File: src/rtl/s_machine_pkg.sv
// s_machine_pkg: shared defaults, opcode constants and FSM state encoding for the instruction sequencer.
package s_machine_pkg;
  localparam int ADDR_W_DEF = 8;
  localparam int DATA_W_DEF = 16;
  localparam int DONE_TIMEOUT_DEF = 15;
  localparam logic [3:0] OP_NOP = 4'h0;
  localparam logic [3:0] OP_LOAD = 4'h1;
  localparam logic [3:0] OP_STORE = 4'h2;
  localparam logic [3:0] OP_ADD = 4'h4;
  localparam logic [3:0] OP_HALT = 4'hF;
  typedef enum logic [2:0] {
    S_IDLE,
    S_FETCH,
    S_LATCH,
    S_ISSUE,
    S_EXEC,
    S_HALT,
    S_FAULT
  } state_t;
endpackage

File: src/rtl/seq_watchdog.sv
// seq_watchdog: counts execute cycles after a clear and flags expiry so that the
// owner leaves EXEC exactly TIMEOUT cycles after the start pulse.
module seq_watchdog #(
  parameter int TIMEOUT = 15
) (
  input  logic clk,
  input  logic rst,
  input  logic clear,
  input  logic enable,
  output logic expired
);
  localparam int W = $clog2(TIMEOUT + 1);
  // Cleared during the start cycle; the last execute cycle is the one before start+TIMEOUT.
  localparam logic [W-1:0] LAST = W'(TIMEOUT - 2);
  logic [W-1:0] cnt_q, cnt_d;
  always_comb begin
    expired = enable && (cnt_q == LAST);
    cnt_d = clear ? '0 : (enable && !expired) ? cnt_q + 1'b1 : cnt_q;
  end
  always_ff @(posedge clk or posedge rst) begin
    if (rst) cnt_q <= '0;
    else cnt_q <= cnt_d;
  end
endmodule

File: src/rtl/inst_sequencer.sv
// inst_sequencer: fetches instructions over a shared memory port and hands them to an interpreter.
// Optional INST_SEQ_BREAKPOINT_EN adds bp_addr/bp_en, parking in IDLE while pc matches.
module inst_sequencer
  import s_machine_pkg::*;
#(
  parameter int ADDR_W = ADDR_W_DEF,
  parameter int DATA_W = DATA_W_DEF,
  parameter int DONE_TIMEOUT = DONE_TIMEOUT_DEF
) (
  input  logic              clk,
  input  logic              rst,
  input  logic              run,
`ifdef INST_SEQ_BREAKPOINT_EN
  input  logic [ADDR_W-1:0] bp_addr,
  input  logic              bp_en,
`endif
  output logic [ADDR_W-1:0] mem_addr,
  output logic              mem_we,
  output logic [DATA_W-1:0] mem_wdata,
  input  logic [DATA_W-1:0] mem_rdata,
  output logic [DATA_W-1:0] inst,
  output logic              start,
  input  logic              done,
  input  logic [ADDR_W-1:0] ex_addr,
  input  logic              ex_we,
  input  logic [DATA_W-1:0] ex_wdata,
  output logic [ADDR_W-1:0] pc,
  output logic              halted,
  output logic              fault
);
  state_t state_q, state_d;
  logic [ADDR_W-1:0] pc_q, pc_d;
  logic [DATA_W-1:0] inst_q, inst_d;
  logic exec, go, wd_clear, wd_expired;
`ifdef INST_SEQ_BREAKPOINT_EN
  assign go = run && !(bp_en && pc_q == bp_addr);
`else
  assign go = run;
`endif
  seq_watchdog #(.TIMEOUT(DONE_TIMEOUT)) u_wd (
    .clk    (clk),
    .rst    (rst),
    .clear  (wd_clear),
    .enable (exec),
    .expired(wd_expired)
  );
  always_comb begin
    state_d = state_q;
    pc_d = pc_q;
    inst_d = inst_q;
    wd_clear = 1'b0;
    unique case (state_q)
      S_IDLE:  state_d = go ? S_FETCH : S_IDLE;
      S_FETCH: state_d = S_LATCH;
      S_LATCH: begin
        inst_d = mem_rdata;
        state_d = (mem_rdata[DATA_W-1 -: 4] == OP_HALT) ? S_HALT : S_ISSUE;
      end
      S_ISSUE: begin
        wd_clear = 1'b1;
        state_d = S_EXEC;
      end
      // done takes priority over a simultaneous watchdog expiry
      S_EXEC: begin
        pc_d = done ? pc_q + 1'b1 : pc_q;
        state_d = done ? S_IDLE : wd_expired ? S_FAULT : S_EXEC;
      end
      default: state_d = state_q;
    endcase
  end
  always_comb begin
    exec = state_q == S_EXEC;
    mem_addr = exec ? ex_addr : pc_q;
    mem_we = exec && ex_we;
    mem_wdata = exec ? ex_wdata : '0;
    start = state_q == S_ISSUE;
    halted = state_q == S_HALT;
    fault = state_q == S_FAULT;
    pc = pc_q;
    inst = inst_q;
  end
  always_ff @(posedge clk or posedge rst) begin
    if (rst) begin
      state_q <= S_IDLE;
      pc_q <= '0;
      inst_q <= '0;
    end else begin
      state_q <= state_d;
      pc_q <= pc_d;
      inst_q <= inst_d;
    end
  end
endmodule
File: config.mk
export PLATFORM = sky130hd
export DESIGN_NAME = inst_sequencer
export DESIGN_NICKNAME = d
export VERILOG_FILES = /design/src/rtl/s_machine_pkg.sv /design/src/rtl/seq_watchdog.sv /design/src/rtl/inst_sequencer.sv
export SDC_FILE = /design/constraint.sdc
export NUM_CORES = 1
export LEC_CHECK = 0
export CORE_ASPECT_RATIO = 0.8
export CORE_MARGIN = 4
export CORE_UTILIZATION = 35
export CTS_BUF_LIST = sky130_fd_sc_hd__clkbuf_8
export CTS_CLUSTER_DIAMETER = 60
export DETAILED_ROUTE_END_ITERATION = 8
export GPL_TIMING_DRIVEN = 0
export PLACE_DENSITY = 0.78
export SYNTH_ARGS = -nofsm -noshare
export SYNTH_HDL_FRONTEND = slang
export SYNTH_HIERARCHICAL = 1
export SYNTH_SLANG_ARGS = --single-unit
export TNS_END_PERCENT = 50
File: constraint.sdc
create_clock -name clk -period 1.8 [get_ports clk]
set_clock_uncertainty 0.1 [all_clocks]
set_input_delay 0.36 -clock clk [delete_from_list [all_inputs] [get_ports clk]]
set_output_delay 0.36 -clock clk [all_outputs]
set_load 0.05 [all_outputs]
==> results of run 1 <==
## path summary, 6_finish.rpt
path | start | cells past startpoint | slack (ns) | to
worst max-delay path | state_q[0] | 5 | -0.36 | mem_addr[6]
worst min register to register | pc[7] | 1 | 0.40 | pc[7]
min in group clk | pc[7] | 1 | 0.40 | pc[7]
worst max register to register | state_q[0] | 8 | -0.09 | u_wd/cnt_q[3]
worst min-delay path | rst | 2 | 0.18 | u_wd/cnt_q[0]
max in group asynchronous | rst | 2 | 0.36 | state_q[0]
## cells in the mapped netlist, drive strengths merged (2+ instances only)
cell type / n / area [sq um]
dfrtp: 31 / 776
mux2: 25 / 319
and2: 19 / 124
buf: 7 / 71.3
nand3: 7 / 40.0
inv: 6 / 22.5
a21oi: 5 / 25.0
nor2: 5 / 21.3
xor2: 5 / 43.8
nand2: 4 / 15.0
nor3: 4 / 20.0
ha: 3 / 37.5
nand4: 3 / 18.8
o21ai: 3 / 15.0
a211oi: 2 / 20.0
nand2b: 2 / 12.5
nor3b: 2 / 26.3
xnor2: 2 / 17.5
## area by class of cell
| type | count | share of cell area, % |
|---|---|---|
| inverter | 6 | 0.711 |
| tap | 60 | 2.37 |
| clock inverter | 2 | 1.11 |
| sequential | 31 | 24.5 |
| buffer | 6 | 2.61 |
| timing repair buffer | 113 | 38.0 |
| clock buffer | 6 | 2.61 |
| multi-input combinational | 97 | 28.0 |
## power by group through the flow
stage / Combinational (uW) / Clock, uW / Sequential (uW)
2_1_floorplan: 1660 / 0 / 1980
3_3_place_gp: 3430 / 0 / 1210
3_5_place_dp: 3470 / 0 / 1230
4_1_cts: 3730 / 718 / 1210
5_1_grt: 4080 / 756 / 1270
6_report: 3890 / 708 / 1210
## what timing repair did
item | 4_1_cts | 5_1_grt
buffers inserted | 6 | 11
endpoints found under the setup margin | 57 | 28
cloned | 2 | 0
gates resized for setup | 243 | 37
pin swaps | 3 | 17
## metrics by stage
stage,utilization (%),area (sq um),setup TNS (ns)
detailed placement,59.3,2740,-21.91
CTS,66.0,3050,-7.98
global route,68.5,3170,-9.31
floorplan,-,1710,-1.46
finish,68.5,3170,-7.49
global placement,59.3,2740,-22.11
## flip-flops by register name, indices dropped and copies added, names as in the netlist
signal / cells
inst: 16
pc: 8
u_wd/cnt_q: 4
state_q: 3
## critical path: cells and delay by family, from the launching register on
family	cells	cell delay [ns]
and+or+nand+nor	1	0.27
DFF	1	0.44
muxes	1	0.29
buffers and inverters	3	0.42
## metal layers
layer	routed length [um]	global-route usage, %	part of all wire [%]
met4	21	2.64	0.45
met5	0	0	0
met3	342	5.31	7.3
met2	2400	25.3	51
met1	1940	19.4	41
## cell families after synthesis
family          count (synthesis)  share of synthesized area (%)
buf+inv                        13                           5.58
flops                          31                           46.1
mux                            25                           19.0
simple gates                   50                           18.9
xor+xnor                        7                           3.64
compound gates                 12                           4.61
fa+ha+maj                       3                           2.23
## cell usage in the layout (no fill, tap or decap), types with 3 or more instances in the layout
cell / count
clkdlybuf4s50_1: 44
dfrtp_1: 30
dlygate4sd2_1: 23
buf_8: 21
and2_4: 17
mux2_4: 15
buf_6: 14
buf_4: 11
mux2_2: 10
nand3_1: 6
clkbuf_8: 6
xor2_1: 5
inv_1: 5
a21oi_1: 5
buf_12: 4
nand2_1: 4
nor3_1: 4
nor2_1: 3
nand4_1: 3
ha_1: 3
==> impl_results.md, run 1 <==
- Sw Pwr: 2670 uW
- Vias in the first global route: 1,486
- Synth Instances: 141
- Post-route DRC: 0
- Post-DRT Antenna Nets: 0
- Fin nets: 308
- Die ar.: 5990 sq um
- Warnings, synthesis: 6
- Int Pwr: 3150 uW
- Pwr Density: 1840 nW/um^2
- Die outline width: 85.5 um
- Die H: 70.0 um
- Final min period: 2.16 ns
- Layout Area Growth over Synthesis: 88.2%
- Worst skew pair latency: 0.28 ns
- Setup-failing EPs final: 28
- Worst Hold Class: in2async
- Maxcap violations: 0
- CTS Root Buffer Type: clkbuf_8
- WL final: 4.71 mm
- Routed WL per cell: 14.7 um
- Final WS setup: -0.356 ns
- Total power: 5820 uW
- RSZ-0062 raised after global routing: yes
- Slew @ Worst Pin: 1.02 ns
- All-layer global routing usage: 15.3%
- Max Fclk: 464 MHz
- Run status: complete, but fails checks
- Clock Sink Count: 31
- Layout cells sized above 1: 43.7%
- Top FF cell, synth: dfrtp_1
- First-pass GRT wire length: 7.35 mm
- Effective utilization at floorplan: 36.4%
- Post-synthesis average cell area: 11.9 sq um
- Cell mode on critical path: buf_8
- Post-synth ARST share: 100%
- WP data required: 1.34 ns
- HPWL Detailed: 3.18 mm
- Io pins: 97
- Layout Cells excl Fill: 321
- Area of the multi-input gates: 887 sq um
- Via count: 1,486
- Port bufs: 96
- CTS clk-pin slew, worst paths: 0.06 ns
- Ant diodes: 0
- Combinational share of power: 66.9%
- CP max stage cell: dfrtp_2
- Largest stage delay, worst path: 0.44 ns
- Rows: 22
- Critical Path Start Type: flip-flop
- Total congestion overflow: 0
- CTS Hold Bufs: 0
- Synthesized area: 1680 sq um
- Power share of the sequential group: 20.9%
- Pre-CTS setup slack: -0.965 ns
- CTS Buffer Depth: 2
- Largest net degree at the start of global routing: 28
- Reg area: 777 sq um
- Initial DRC count: 37
- Final Max Slew Viols: 0
- DRT Pass-1 Iters: 4
- Final Wtd Congestion: 0.700
- Worst hold margin: 0.183 ns
- Max FO, Critical Path: 6
- WS Path Type: reg2out
- Period utilization: 120%
- Clock group share of total power: 12.2%
- H-tree depth: 2
- Max transition margin: 32.1%
- Post-synthesis sequential area ratio: 46.1%
- DP Cell Count: 297
- Worst VDD drop: 1.13 mV
- Net Sw Frac: 45.9%
- Violations in the final reports: negative setup slack
- Initial antenna violation count: 0
- Critical Path End Type: primary output
- EDFF count, synth: 0
- CTS tree: yes
- FF+latch count, synth: 31
- CTS buffer count: 5
- Filler cells: 367
- Net Count, Synth: 189
- Floorplan core area: 4620 sq um
- Vias per inst: 4.63
- Synth unique cells: 33
- Leakage: 0.00149 uW
- Final Hold Vio Count: 0
- Crit path DAT: 1.70 ns
- Sequence of cells on the critical path: nor3b_4 -> buf_12 -> buf_8 -> mux2_4 -> buf_8
(Power assumes the default switching activity.)
==> run 2: changes to the inputs <==
--- a/config.mk
+++ b/config.mk
@@ -7,10 +7,11 @@
 export LEC_CHECK = 0
 export CORE_ASPECT_RATIO = 0.8
 export CORE_MARGIN = 4
-export CORE_UTILIZATION = 35
+export CORE_UTILIZATION = 59
 export CTS_BUF_LIST = sky130_fd_sc_hd__clkbuf_8
 export CTS_CLUSTER_DIAMETER = 60
 export DETAILED_ROUTE_END_ITERATION = 8
+export DONT_BUFFER_PORTS = 1
 export GPL_TIMING_DRIVEN = 0
 export PLACE_DENSITY = 0.78
 export SYNTH_ARGS = -nofsm -noshare
==> run 2 against run 1 <==
The flow still finishes with violations (negative setup slack). Via count fell by 21%. Cell area fell by 35%. Register-to-register slack barely moved. Critical path depth fell by 2. Combinational power fell by 44%. Clock power barely moved. Setup slack improved by 0.049 ns. Critical path type unchanged. Largest power group unchanged. Highest routed layer unchanged.
==> impl_results.md, run 2 (synthesis results as in run 1) <==
- Run status: complete, but fails checks
- Violations in the final reports: negative setup slack
- Crit path DAT: 1.65 ns (-0.05 ns)
- Reg area: 778 sq um (+0.16%)
- Max transition margin: 31.6% (-0.48 points)
- WL final: 3.86 mm (-18%)
- CTS Buffer Depth: 2 (unchanged)
- RSZ-0062 raised after global routing: yes
- Post-route DRC: 0 (unchanged)
- Via count: 1,168 (-21%)
- CP max stage cell: dfrtp_2
- Leakage: 0.000950 uW (-36%)
- Effective utilization at floorplan: 61.3% (+25 points)
- Worst R2R Path Depth: 8 (unchanged)
- Max FO, Critical Path: 5 (-1)
- Critical Path Start Type: flip-flop
- HPWL Detailed: 2.65 mm (-17%)
- Initial DRC count: 36 (-2.7%)
- Design Area, Final: 2070 sq um (-35%)
- Worst VDD drop: 1.45 mV (+28%)
- CTS Root Buffer Type: clkbuf_8
- Die outline width: 67.7 um (-21%)
- Io pins: 97 (unchanged)
- Worst setup startpoint: state_q[0]
- Final min period: 2.11 ns (-0.0485 ns)
- Sequence of cells on the critical path: nor3b_4 -> buf_6 -> mux2_4
- Layout Area Growth over Synthesis: 22.9%
- Setup-failing EPs final: 27 (-3.6%)
- Post-placement cell area: 1750 sq um (-36%)
- All-layer global routing usage: 20.5% (+5.2 points)
- Routed WL per cell: 19.3 um (+32%)
- Area of the multi-input gates: 902 sq um (+1.7%)
- Vias per inst: 5.84 (+26%)
- Reg2reg start: state_q[0]
- Final Hold Vio Count: 0 (unchanged)
- WS Path Type: reg2out
- Total congestion overflow: 0 (unchanged)
- Maxcap violations: 0 (unchanged)
- Largest net degree at the start of global routing: 28 (unchanged)
- Final WS setup: -0.307 ns (+0.0485 ns)
- Initial antenna violation count: 0 (unchanged)
- Die ar.: 3780 sq um (-37%)
- Period utilization: 117% (-2.7 points)
- Critical Path End Type: primary output
- FF-to-FF End: u_wd/cnt_q[3]
- CTS buffer count: 5 (unchanged)
- WP data required: 1.34 ns (about the same)
- Final Max Slew Viols: 0 (unchanged)
- CTS clk-pin slew, worst paths: 0.06 ns (about the same)
- Post-DRT Antenna Nets: 0 (unchanged)
- Worst Hold Class: in2async
- Port bufs: 0 (-100%)
- Filler cells: 178 (-51%)
- Vias in the first global route: 1,220 (-18%)
- Layout cells sized above 1: 51.2% (+7.6 points)
- CTS tree: yes
- Fin nets: 209 (-32%)
- Largest stage delay, worst path: 0.44 ns (about the same)
- Reg2reg setup slack: -0.10 ns (about the same)
- Worst skew pair latency: 0.28 ns (about the same)
- Final Wtd Congestion: 0.775 (+11%)
- DRT Pass-1 Iters: 4 (unchanged)
- Max Fclk: 475 MHz (+2.3%)
- Fin util: 75.4% (+6.9 points)
- Most frequent cells in the layout: dfrtp_1 (29), and2_4 (19), mux2_4 (16), buf_6 (10), mux2_2 (9)
- Die H: 55.8 um (-20%)
- Clock Sink Count: 31 (unchanged)
- First-pass GRT wire length: 5.75 mm (-22%)
- Max reg flops: 16 (unchanged)
- Ant diodes: 0 (unchanged)
- Slew @ Worst Pin: 1.03 ns (+0.00725 ns)
- Rows: 17 (-23%)
- Floorplan core area: 2740 sq um (-41%)
- H-tree depth: 2 (unchanged)
- Most common cell after layout, fill and taps aside: dfrtp_1
- Worst setup endpoint: mem_addr[4]
- Pwr Density: 2380 nW/um^2 (+30%)
[run 2: cell types whose count changed in the layout (fill, tap and decap cells not counted), moves of 3 or more]
| cell | delta |
|---|---|
| clkdlybuf4s50_1 | -44 |
| buf_12 | -3 |
| dlygate4sd2_1 | -23 |
| buf_8 | -21 |
| buf_6 | -4 |
| buf_4 | -4 |
[run 2: timing repair]
item                       in CTS  in global routing
buffers inserted                6                  6
pin swaps                      18                  3
hold buffers                    1                  0
cloned                          1                  0
resized for setup              39                  7
setup endpoints to repair      33                 33
hold endpoints to repair        4                  0
[run 2: final cells by class]
cell class | count | area share (%)
plain buffers | 6 | 3.39
clock buffers | 6 | 3.99
clock inverters | 2 | 1.69
inverters | 6 | 1.09
multi-input cells | 97 | 43.6
flip-flops and latches | 31 | 37.6
well taps | 38 | 2.30
repair buffers | 14 | 6.29
[run 2: power breakdown]
group | total, uW | switching, uW | internal, uW
Clock | 709 | 262 | 448
Sequential | 2060 | 1080 | 980
Combinational | 2170 | 1170 | 994
Total | 4930 | 2510 | 2420
[run 2: worst min path at each step]
stage	startpoint	endpoint	slack, ns	depth (start not counted)
floorplan	rst	u_wd/cnt_q[0]	0.03	1
global route	mem_rdata[3]	inst[3]	0.11	1
CTS	mem_rdata[1]	inst[1]	0.12	1
finish	rst	inst[8]	0.11	1
global placement	rst	u_wd/cnt_q[0]	0.04	1
detailed placement	rst	u_wd/cnt_q[0]	0.04	1
[run 2: worst max-delay path: cells and delay by family, from the launching register on]
kind                   cells  cell delay [ns]
DFF                        1             0.44
muxes                      1             0.39
and+or+nand+nor            1             0.34
buffers and inverters      1             0.19
[run 2: layer usage]
| metal | routed length [um] | vias up | GRT usage, % |
|---|---|---|---|
| met5 | 0 | - | 0 |
| met4 | 82 | 0 | 8.96 |
| met3 | 342 | 8 | 7.27 |
| met2 | 1970 | 51 | 33.8 |
| met1 | 1460 | 581 | 23.3 |
| li1 | - | 528 | - |
[run 2: metrics by stage]
| stage | setup TNS [ns] | hold slack, ns | worst slack [ns] | cells | power, uW |
|---|---|---|---|---|---|
| after floorplan | -1.46 | 0.0261 | -0.0893 | 141 | 3650 |
| after global routing | -7.87 | 0.114 | -0.348 | 200 | 5150 |
| after global placement | -5.45 | 0.0391 | -0.253 | 179 | 3810 |
| after detailed placement | -5.93 | 0.0446 | -0.284 | 179 | 3880 |
| after CTS | -6.89 | 0.118 | -0.329 | 195 | 4830 |
| final | -6.48 | 0.114 | -0.307 | 200 | 4930 |
==> run 3: changes to the inputs <==
--- a/config.mk
+++ b/config.mk
@@ -5,6 +5,7 @@
 export SDC_FILE = /design/constraint.sdc
 export NUM_CORES = 1
 export LEC_CHECK = 0
+export ABC_CLOCK_PERIOD_IN_PS = 1800
 export CORE_ASPECT_RATIO = 0.8
 export CORE_MARGIN = 4
 export CORE_UTILIZATION = 59
@@ -13,6 +14,7 @@
 export DETAILED_ROUTE_END_ITERATION = 8
 export DONT_BUFFER_PORTS = 1
 export GPL_TIMING_DRIVEN = 0
+export MAX_ROUTING_LAYER = met4
 export PLACE_DENSITY = 0.78
 export SYNTH_ARGS = -nofsm -noshare
 export SYNTH_HDL_FRONTEND = slang
==> run 3 against run 2 <==
The run still ends with negative setup slack left. Combinational power is essentially flat. Sequential power is essentially flat. Clock power is essentially flat. Highest routed layer unchanged. Critical path depth is the same. Via count grew 0.68%. Cell area is the same. Worst hold slack lost 0.0018 ns. Register-to-register slack is essentially flat. Sequential cell count is the same.
==> impl_results.md, run 3 (synthesis results as in run 1) <==
- H-tree depth: 2 (unchanged)
- Vias in the first global route: 1,212 (-0.66%)
- WL final: 3.83 mm (-0.75%)
- WS Path Type: reg2out
- Pwr Density: 2380 nW/um^2 (-0.12%)
- Die ar.: 3780 sq um (unchanged)
- Slew @ Worst Pin: 1.02 ns (-0.00854 ns)
- RSZ-0062 raised after global routing: yes
- Initial antenna violation count: 0 (unchanged)
- Final min period: 2.10 ns (-0.00496 ns)
- Via count: 1,176 (+0.68%)
- Post-DRT Antenna Nets: 0 (unchanged)
- Largest net degree at the start of global routing: 28 (unchanged)
- Total congestion overflow: 0 (unchanged)
- Critical Path Start Type: flip-flop
- Worst VDD drop: 1.45 mV (about the same)
- Vias per inst: 5.88 (+0.68%)
- CP max stage cell: dfrtp_2
- Max FO, Critical Path: 5 (unchanged)
- Max Fclk: 476 MHz (+0.24%)
- Worst skew pair latency: 0.28 ns (about the same)
- Ant diodes: 0 (unchanged)
- Layout cells sized above 1: 51.2% (unchanged)
- Clock Sink Count: 31 (unchanged)
- Max transition margin: 32.2% (+0.57 points)
- CTS buffer count: 5 (unchanged)
- Post-placement cell area: 1750 sq um (unchanged)
- Layout Cells excl Fill: 200 (unchanged)
- Final Max Slew Viols: 0 (unchanged)
- Setup-failing EPs final: 27 (unchanged)
- Layout Area Growth over Synthesis: 22.9% (unchanged)
- CTS clk-pin slew, worst paths: 0.06 ns (about the same)
- Sw Pwr: 2500 uW (-0.23%)
- Run status: complete, but fails checks
- Uppermost routed layer: met4
- CTS tree: yes
- Met2 WL: 1.98 mm (+0.51%)
- Worst Hold Class: in2async
- Crit path DAT: 1.64 ns (about the same)
- Routed WL per cell: 19.1 um (-0.75%)
- Largest stage delay, worst path: 0.44 ns (about the same)
- Fin util: 75.4% (unchanged)
- Design Area, Final: 2070 sq um (unchanged)
- Violations in the final reports: negative setup slack
- Combinational share of power: 43.9% (about the same)
- First-pass GRT wire length: 5.75 mm (unchanged)
- Most common cell after layout, fill and taps aside: dfrtp_1
- Die H: 55.8 um (unchanged)
- M1 WL: 1.47 mm (+0.62%)
- Int Pwr: 2420 uW (about the same)
- Crit path buf inv count: 1 (unchanged)
- Critical Path End Type: primary output
- Rows: 17 (unchanged)
- Die outline width: 67.7 um (unchanged)
- Initial DRC count: 48 (+33%)
- Most frequent cells in the layout: dfrtp_1 (29), and2_4 (19), mux2_4 (16), buf_6 (10), mux2_2 (9)
- Period utilization: 117% (-0.28 points)
- Routed wl met3: 306 um (-11%)
- Max reg flops: 16 (unchanged)
- Post-route DRC: 0 (unchanged)
- Floorplan core area: 2740 sq um (unchanged)
- Leakage: 0.000950 uW (unchanged)
- Final Wtd Congestion: 0.785 (+1.4%)
- CP top delay family: flip-flops
- Port bufs: 0 (unchanged)
- Io pins: 97 (unchanged)
- CTS Root Buffer Type: clkbuf_8
- Net Sw Frac: 50.8% (-0.057 points)
- Maxcap violations: 0 (unchanged)
- WP data required: 1.34 ns (about the same)
- DP Cell Count: 179 (unchanged)
- Sequence of cells on the critical path: nor3b_4 -> buf_6 -> mux2_4
- Clock group share of total power: 14.3% (about the same)
- Effective utilization at floorplan: 61.3% (unchanged)
- Final WS setup: -0.302 ns (+0.00496 ns)
- HPWL Detailed: 2.65 mm (unchanged)
- All-layer global routing usage: 21.0% (+0.56 points)
- CTS Buffer Depth: 2 (unchanged)
- Fin nets: 209 (unchanged)
- DRT Pass-1 Iters: 4 (unchanged)
- Power share of the sequential group: 41.7% (about the same)
- Final Hold Vio Count: 0 (unchanged)
[run 3: cell counts in the layout (fill, tap and decap cells not counted)]
Identical to the previous run, type by type.
[run 3: path summary, 6_finish.rpt]
| path | cells past startpoint | slack (ns) | startpoint | to |
|---|---|---|---|---|
| max in group asynchronous | 1 | 0.80 | rst | state_q[0] |
| worst max-delay path | 3 | -0.30 | state_q[0] | mem_addr[4] |
| worst min register to register | 2 | 0.51 | u_wd/cnt_q[3] | u_wd/cnt_q[3] |
| min in group clk | 1 | 0.12 | mem_rdata[1] | inst[1] |
| worst max register to register | 8 | -0.10 | state_q[0] | u_wd/cnt_q[3] |
| worst min-delay path | 1 | 0.11 | rst | inst[8] |
[run 3: stage by stage]
stage	setup slack (ns)	total power, uW	hold WS (ns)	setup TNS [ns]
after floorplan	-0.0893	3650	0.0261	-1.46
after CTS	-0.329	4830	0.118	-6.89
after detailed placement	-0.284	3880	0.0446	-5.93
after global routing	-0.348	5150	0.114	-7.87
after global placement	-0.253	3810	0.0391	-5.45
final	-0.302	4920	0.112	-6.33
[run 3: final cells by class]
class | instances | area [sq um]
Buffer | 6 | 70.1
Tap cell | 38 | 47.5
Clock buffer | 6 | 82.6
Multi-Input combinational cell | 97 | 902
Clock inverter | 2 | 35.0
Inverter | 6 | 22.5
Fill cell | 178 | 676
Sequential cell | 31 | 778
Timing Repair Buffer | 14 | 130
[run 3: layer usage]
metal  vias to the layer above  track usage (%)
met3                         7             6.67
met1                       591             23.9
met4                         0             8.96
met2                        50             33.6
li1                        528                -
met5                         -                -
[run 3: repair_timing]
action | CTS | global route
endpoints found under the setup margin | 33 | 33
resized for setup | 39 | 7
hold endpoints to repair | 4 | 0
hold buffers | 1 | 0
gates cloned | 1 | 0
pin swaps | 18 | 3
buffers inserted | 6 | 6
[run 3: power groups by stage]
stage,clock (uW),sequential [uW],combinational [uW]
final,706,2050,2160
after global routing,761,2090,2300
after CTS,716,2050,2060
after detailed placement,0,2060,1820
after global placement,0,2040,1770
after floorplan,0,1980,1660
[run 3: worst reg2reg max path: stages (launching register included)]
cell and delay [ns]:
dfrtp_2 0.44, nor3b_4 0.34, buf_4 0.20, buf_6 0.11
buf_4 0.10, buf_6 0.10, nand4_1 0.12, nor3_1 0.16
a211oi_1 0.08
